==> config.mk <==
export PLATFORM = sky130hd
export DESIGN_NAME = alu_req_arbiter_flat
export DESIGN_NICKNAME = d
export VERILOG_FILES = /design/src/rtl/alu_req_arbiter_if.sv /design/src/rtl/alu_req_arbiter.sv /design/src/flat_wrapper.sv
export SDC_FILE = /design/constraint.sdc
export NUM_CORES = 1
export LEC_CHECK = 0
export ABC_AREA = 1
export CAP_MARGIN = 40
export CORE_ASPECT_RATIO = 0.8
export CORE_MARGIN = 2
export CORE_UTILIZATION = 39
export CTS_CLUSTER_SIZE = 24
export DETAILED_ROUTE_END_ITERATION = 12
export MAX_ROUTING_LAYER = met4
export PLACE_DENSITY = 0.73
export SYNTH_ARGS = -nofsm -noshare
export SYNTH_HDL_FRONTEND = slang
export SYNTH_SLANG_ARGS = --single-unit
==> constraint.sdc <==
create_clock -name clk -period 3.2 [get_ports clk]
set_clock_uncertainty 0.15 [all_clocks]
set_input_delay 0.32 -clock clk [delete_from_list [all_inputs] [get_ports clk]]
set_output_delay 0.32 -clock clk [all_outputs]
set_load 0.005 [all_outputs]
==> src/rtl/alu_req_arbiter_if.sv <==
// Handshake bundle between the two operand requesters, the shared ALU and the
// response consumer on one side, and the arbiter/sequencer on the other.
interface alu_req_arbiter_if;
  logic        req0_valid;
  logic        req0_ready;
  logic        req1_valid;
  logic        req1_ready;
  logic        sel;
  logic        op_start;
  logic [31:0] res_data;
  logic        rsp_valid;
  logic        rsp_ready;
  logic        rsp_id;
  logic [31:0] rsp_data;
  logic        busy;

  modport master (
    input  req0_valid, req1_valid, res_data, rsp_ready,
    output req0_ready, req1_ready, sel, op_start,
    output rsp_valid, rsp_id, rsp_data, busy
  );

  modport slave (
    output req0_valid, req1_valid, res_data, rsp_ready,
    input  req0_ready, req1_ready, sel, op_start,
    input  rsp_valid, rsp_id, rsp_data, busy
  );
endinterface

==> src/rtl/alu_req_arbiter.sv <==
// Round-robin arbiter/sequencer sharing one 32-bit ALU between two requesters:
// grant, start pulse, fixed-latency wait, then a tagged response.
module alu_req_arbiter #(
  parameter int unsigned EXEC_CYCLES = 1
) (
  input  logic               clk,
  input  logic               rst,
  alu_req_arbiter_if.master  bus
);

  typedef enum logic [1:0] {IDLE, ISSUE, WAIT, RESP} state_t;

  localparam logic [3:0] CNT_INIT = 4'(EXEC_CYCLES - 1);

  state_t      state_q, state_d;
  logic [3:0]  cnt_q, cnt_d;
  logic        prio_q, prio_d;
  logic        sel_q, sel_d;
  logic        op_start_q, op_start_d;
  logic        req0_ready_q, req0_ready_d;
  logic        req1_ready_q, req1_ready_d;
  logic        rsp_valid_q, rsp_valid_d;
  logic        rsp_id_q, rsp_id_d;
  logic [31:0] rsp_data_q, rsp_data_d;
  logic        busy_q, busy_d;

  // Every output is computed one cycle ahead so it can come straight from a flop.
  always_comb begin
    state_d      = state_q;
    cnt_d        = cnt_q;
    prio_d       = prio_q;
    sel_d        = sel_q;
    op_start_d   = 1'b0;
    req0_ready_d = 1'b0;
    req1_ready_d = 1'b0;
    rsp_valid_d  = rsp_valid_q;
    rsp_id_d     = rsp_id_q;
    rsp_data_d   = rsp_data_q;

    case (state_q)
      IDLE: begin
        if (bus.req0_valid || bus.req1_valid) begin
          sel_d      = (bus.req0_valid && bus.req1_valid) ? prio_q : bus.req1_valid;
          op_start_d = 1'b1;
          state_d    = ISSUE;
        end
      end
      ISSUE: begin
        cnt_d   = CNT_INIT;
        state_d = WAIT;
      end
      WAIT: begin
        if (cnt_q == 4'd0) begin
          rsp_data_d   = bus.res_data;
          rsp_id_d     = sel_q;
          rsp_valid_d  = 1'b1;
          req0_ready_d = ~sel_q;
          req1_ready_d = sel_q;
          state_d      = RESP;
        end else begin
          cnt_d = cnt_q - 4'd1;
        end
      end
      RESP: begin
        if (bus.rsp_ready) begin
          rsp_valid_d = 1'b0;
          prio_d      = ~rsp_id_q;
          state_d     = IDLE;
        end
      end
      default: state_d = IDLE;
    endcase

    busy_d = (state_d != IDLE);
  end

  always_ff @(posedge clk or posedge rst) begin
    if (rst) begin
      state_q      <= IDLE;
      cnt_q        <= 4'd0;
      prio_q       <= 1'b0;
      sel_q        <= 1'b0;
      op_start_q   <= 1'b0;
      req0_ready_q <= 1'b0;
      req1_ready_q <= 1'b0;
      rsp_valid_q  <= 1'b0;
      rsp_id_q     <= 1'b0;
      rsp_data_q   <= 32'd0;
      busy_q       <= 1'b0;
    end else begin
      state_q      <= state_d;
      cnt_q        <= cnt_d;
      prio_q       <= prio_d;
      sel_q        <= sel_d;
      op_start_q   <= op_start_d;
      req0_ready_q <= req0_ready_d;
      req1_ready_q <= req1_ready_d;
      rsp_valid_q  <= rsp_valid_d;
      rsp_id_q     <= rsp_id_d;
      rsp_data_q   <= rsp_data_d;
      busy_q       <= busy_d;
    end
  end

  assign bus.sel        = sel_q;
  assign bus.op_start   = op_start_q;
  assign bus.req0_ready = req0_ready_q;
  assign bus.req1_ready = req1_ready_q;
  assign bus.rsp_valid  = rsp_valid_q;
  assign bus.rsp_id     = rsp_id_q;
  assign bus.rsp_data   = rsp_data_q;
  assign bus.busy       = busy_q;

endmodule

==> src/flat_wrapper.sv <==
// flat-port wrapper written by rule: the top's interface ports become plain ports
module alu_req_arbiter_flat 
#(
  parameter int unsigned EXEC_CYCLES = 1
)
  (clk, rst, bus_req0_valid, bus_req1_valid, bus_res_data, bus_rsp_ready, bus_req0_ready, bus_req1_ready, bus_sel, bus_op_start, bus_rsp_valid, bus_rsp_id, bus_rsp_data, bus_busy);
  alu_req_arbiter_if bus_i ();
  input  logic clk;
  input  logic rst;
  input wire logic [$bits(bus_i.req0_valid)-1:0] bus_req0_valid;
  input wire logic [$bits(bus_i.req1_valid)-1:0] bus_req1_valid;
  input wire logic [$bits(bus_i.res_data)-1:0] bus_res_data;
  input wire logic [$bits(bus_i.rsp_ready)-1:0] bus_rsp_ready;
  output wire logic [$bits(bus_i.req0_ready)-1:0] bus_req0_ready;
  output wire logic [$bits(bus_i.req1_ready)-1:0] bus_req1_ready;
  output wire logic [$bits(bus_i.sel)-1:0] bus_sel;
  output wire logic [$bits(bus_i.op_start)-1:0] bus_op_start;
  output wire logic [$bits(bus_i.rsp_valid)-1:0] bus_rsp_valid;
  output wire logic [$bits(bus_i.rsp_id)-1:0] bus_rsp_id;
  output wire logic [$bits(bus_i.rsp_data)-1:0] bus_rsp_data;
  output wire logic [$bits(bus_i.busy)-1:0] bus_busy;
  assign bus_i.req0_valid = bus_req0_valid;
  assign bus_i.req1_valid = bus_req1_valid;
  assign bus_i.res_data = bus_res_data;
  assign bus_i.rsp_ready = bus_rsp_ready;
  assign bus_req0_ready = bus_i.req0_ready;
  assign bus_req1_ready = bus_i.req1_ready;
  assign bus_sel = bus_i.sel;
  assign bus_op_start = bus_i.op_start;
  assign bus_rsp_valid = bus_i.rsp_valid;
  assign bus_rsp_id = bus_i.rsp_id;
  assign bus_rsp_data = bus_i.rsp_data;
  assign bus_busy = bus_i.busy;
  alu_req_arbiter #(.EXEC_CYCLES(EXEC_CYCLES)) u_core (.clk(clk), .rst(rst), .bus(bus_i));
endmodule
Word level (Yosys, flattened, before mapping)

Index checks and enable logic that the tools add are counted.

Memories: 0
Input port bits: 37
Output and inout port bits: 39
Register bits: 46
Logic and storage cells: 48
Bits in read-only memories: 0
Bits in latches: 0
RAM bits: 0

Multiply operators: 0
Div/mod/pow operators: 0
Add/sub/neg operators: 1
Eq/ne operators: 6
Bitwise logic cells: 2
Reductions and logical operators: 12
Magnitude comparators: 0
Shifts and indexed selects: 0
Multiplexer cells: 16

Operator list:

| operator              | count |
|---|---|
| $mux W1               | 9 |
| $pmux W2 S4           | 1 |
| $pmux W4 S2           | 1 |
| $reduce_and A2 Y1     | 4 |
| $mux W2               | 3 |
| $reduce_bool A2 Y1    | 3 |
| $eq A2 B2 Y1 const B  | 2 |
| $logic_not A4 Y1      | 1 |
| $mux W4               | 1 |
| $ne A2 B2 Y1 const B  | 2 |
| $sub A4 B1 Y4 const B | 1 |
| $reduce_and A3 Y1     | 1 |
| $eq A2 B1 Y1 const B  | 1 |
| $logic_not A2 Y1      | 1 |
| $ne A2 B1 Y1 const B  | 1 |
| $not A1 Y1            | 2 |
| $pmux W1 S2           | 1 |
| $logic_and A1 B1 Y1   | 1 |
| $logic_or A1 B1 Y1    | 1 |

Longest topological paths before layout

Depth after elaboration: 4
Depth in mapped cells: 7
Gate-level depth less buffers: 7

Least setup slack after synthesis

Ideal clock, no wire load.

Path type: flip-flop to flip-flop
Start point: register u_core.cnt_q[0]
End point: register u_core.rsp_data_q[23], in the netlist u_core.bus.rsp_data[23]
Required time: 2.985 ns
Setup time: 0.065 ns
Setup slack: 1.790 ns
Cell stages (with the launch flop): 8
Arrival time: 1.195 ns
Cells stage by stage: dfrtp_1 > inv_1 > ha_1 > nand2_4 > nor2_4 > buf_8 > nand2_1 > nand2_1

Word-level cells in the longest chain between the ends: 2

Ends and longest elaborated chain:

| element                            | line                   | text |
|---|---|---|
| start: declaration                 | alu_req_arbiter.sv:16  | `logic [3:0] cnt_q, cnt_d;` |
| start signal: assignment           | alu_req_arbiter.sv:92  | `cnt_q <= cnt_d;` |
| $logic_not A4 Y1                   | alu_req_arbiter.sv:53  | `if (cnt_q == 4'd0) begin` |
| $reduce_and A2 Y1 (no source line) | n/a                    |  |
| end signal: assignment             | alu_req_arbiter.sv:100 | `rsp_data_q <= rsp_data_d;` |
| end: declaration                   | alu_req_arbiter.sv:24  | `logic [31:0] rsp_data_q, rsp_data_d;` |

Every way passes these cells.
A chain may end at the register's enable or synchronous reset.

Final worst setup path

Start point: register u_core.cnt_q[0]
End point: register u_core.rsp_data_q[15], in the netlist u_core.bus.rsp_data[15]

Same word-level chain as after synthesis.

==> impl_metrics.tcl <==
set metrics [dict create \
    final_nets 326 \
    ant_nets 0 \
    core_region_area_um2 4652 \
    power_mw 2.426 \
    grtUsageMet3_pct 5.556 \
    grt_max_degree 38 \
    clk_pin_slew_ns 0.08 \
    dpl.hpwl_mm 2.916 \
    ys_seq_area_share_pct 60.41 \
    die_w_um 82.15 \
    p_sw_share_pct 34.00 \
    antenna_found_initial 0 \
    drv_slew 0 \
    drt_iter0_drc 95 \
    start_kind "register" \
    cts_setup_buffers 0 \
    cts_tree "built" \
    layout_commonest_cell "nand2_1" \
    io_pins 76 \
    ys_warn_count 0 \
    clockRootBuffer "clkbuf_8" \
    setup_viol 0 \
    drc_errors 0 \
    routed_via_density 4.503 \
    n_fill_cell 419 \
    grt_setup_unrepaired "false" \
    cts_buffers 5 \
    synth_top_family_by_area "simple AND/OR/NAND/NOR gates" \
    drt_wl_total_mm 4.139 \
    clock-sinks 46 \
    setup_tns_ns 0 \
    worst_pin_slew_ns 0.7493 \
    gr-usage-all-layers_pct 17.21 \
    powerDensity_nw_per_um2 878.3 \
    synth_xor_xnor_area_share_pct 0.4596 \
    criticalPathCategory "reg2reg" \
    syn_nets 249 \
    layout_common_cells "110 x nand2_1, 75 x clkdlybuf4s50_1, 46 x dfrtp_1, 12 x nor2_1, 11 x inv_1" \
    met1_usage_pct 22.89 \
    hold_viol 0 \
    num_rows 22 \
    insertion_delay_ns 0.29 \
    fin_crit_ns 1.903 \
    io_buffers 75 \
    synth-seq-cells 46 \
    critical-path-slowest-cell "nor2_4" \
    grt_pass1_wl_mm 6.831 \
    drive_above_1_share_pct 6.294 \
    first_pass_iters 4 \
    netlist_area_um2 1906 \
    p_sw_uw 825.0 \
    die_y_um 66.52 \
    overflow 0 \
    hold_buffers 0 \
    seq_power_share_pct 40.7 \
    synthToLayoutAreaGrowth_pct 44.98 \
    cts.htree.levels 2 \
    avgSynthCellArea_um2 9.074 \
    post_drt_wl_per_cell_um 11.96 \
    via_count 1558 \
    clockBufferDepth 2 \
    fin_util_pct 59.39 \
    muxShareOfSynthArea_pct 0 \
    combPwrFrac_pct 45.1 \
    n_antenna_cell 0 \
    p_clk_share_pct 14.2 \
    slew_headroom_pct 49.93 \
    worstSetupEndpointType "register" \
    status "completed" \
    grt_pass1_vias 1498 \
    met2_usage_pct 25.61 \
    cp_cell_sequence "inv_1 -> ha_1 -> nand2_4 -> nor2_4 -> nand2_1 -> nand2_1" \
    max_clock_freq_ghz 0.5254 \
    synth_cell_types 18 \
    hp-class "in2async" \
    final.period_utilization_pct 59.48 \
    yosys.area_share.simple_pct 29.94 \
    p_leak_nw 1.370 \
    critPathArrivalTime_ns 1.98 \
    post-route-worst-setup-slack_ns 1.297 \
    post-place-ws_ns 1.294 \
    synth-compound-area-share_pct 1.576 \
    p_int_mw 1.601 \
    cts_resized 0 \
    synthAdderAreaFrac_pct 1.313 \
    netlist_instances 210 \
    critPathMaxStageDelay_ns 0.58 \
    cp_max_fo 33 \
    worstPathRequired_ns 3.28 \
    cp_common_cell "nand2_1" \
    max_cap_violations 0 \
    global_route.peak_usage_layer "met2" \
    vdd_drop_max_uv 387.7 \
    place_congestion 0.8440 \
    initial_utilization_pct 40.96 \
    dieArea_um2 5465 \
]
-- critical path, delay by kind of cell (launching register included) --
family        cells  cell delay, ns
buf+inv           1            0.13
fa+ha+maj         1            0.28
simple gates      4            0.89
flops             1            0.38
-- metrics by stage --
step	hold slack [ns]	std cells	instance area, µm²
floorplan	0.2739	210	1906
global route	0.1344	346	2763
CTS	0.1326	346	2763
detailed placement	0.3145	340	2680
global placement	0.3113	339	2660
finish	0.1299	346	2763
-- worst paths after layout --
path	start	endpoint	slack (ns)	cells past startpoint
setup / recovery	u_core.cnt_q[0]$_DFFE_PP0P_	u_core.bus.rsp_data[15]$_DFFE_PP0P_	1.30	6
hold / removal	rst	u_core.bus.rsp_data[17]$_DFFE_PP0P_	0.13	2
setup reg to reg	u_core.cnt_q[0]$_DFFE_PP0P_	u_core.bus.rsp_data[15]$_DFFE_PP0P_	1.30	6
hold reg to reg	u_core.bus.rsp_data[22]$_DFFE_PP0P_	u_core.bus.rsp_data[22]$_DFFE_PP0P_	0.34	2
max in group asynchronous	rst	u_core.state_q[1]$_DFF_PP0_	2.31	3
min in group clk	u_core.bus.rsp_data[22]$_DFFE_PP0P_	u_core.bus.rsp_data[22]$_DFFE_PP0P_	0.34	2
-- cells in the mapped netlist (all sizes together) --
| library cell | number | area, µm² |
|---|---|---|
| ha | 2 | 25.02 |
| inv | 13 | 48.79 |
| buf | 6 | 71.31 |
| dfrtp | 46 | 1151 |
| nor2 | 15 | 73.82 |
| o211ai | 1 | 7.510 |
| xor2 | 1 | 8.760 |
| o31ai | 1 | 7.510 |
| nand3 | 7 | 47.55 |
| o21ai | 3 | 15.01 |
| nand2 | 115 | 449.2 |
-- routing by layer --
metal  vias to the layer above  routed length, µm
met5                         -                  0
met4                         0                 36
li1                        783                  -
met1                       713               1978
met2                        58               1764
met3                         4                359
-- power groups by stage --
stage          logic (mW)  registers [mW]  clock network, mW
6_report             1.09           0.988              0.345
5_1_grt              1.24            1.02              0.384
4_1_cts              1.12           0.990              0.353
3_5_place_dp         1.12           0.988                  0
3_3_place_gp         1.08           0.997                  0
2_1_floorplan       0.548            1.00                  0
-- state kept, by name, summed over array words and instances (netlist names) --
register and cells:
u_core.bus.rsp_valid 1, u_core.prio_q 1, u_core.bus.req1_ready 1, u_core.bus.req0_ready 1
u_core.bus.rsp_id 1, u_core.cnt_q 4, u_core.bus.rsp_data 32, u_core.bus.sel 1
u_core.bus.busy 1, u_core.bus.op_start 1, u_core.state_q 2
-- cell families after synthesis --
group / after synthesis
xor gates and xnor gates: 1
adders and majority gates: 2
AOI/OAI and AO/OA: 5
and+or+nand+nor: 137
DFF: 46
buffers and inverters: 19
-- final cells by class --
class,count,area [µm²],share of cell area [%]
Tap cell,60,75.07,2.717
Clock buffer,6,82.58,2.989
Sequential cell,46,1151,41.67
Multi-Input combinational cell,145,634.4,22.96
Timing Repair Buffer,76,770.7,27.90
Inverter,13,48.80,1.766
No activity file was read; power rests on OpenSTA's default activity.
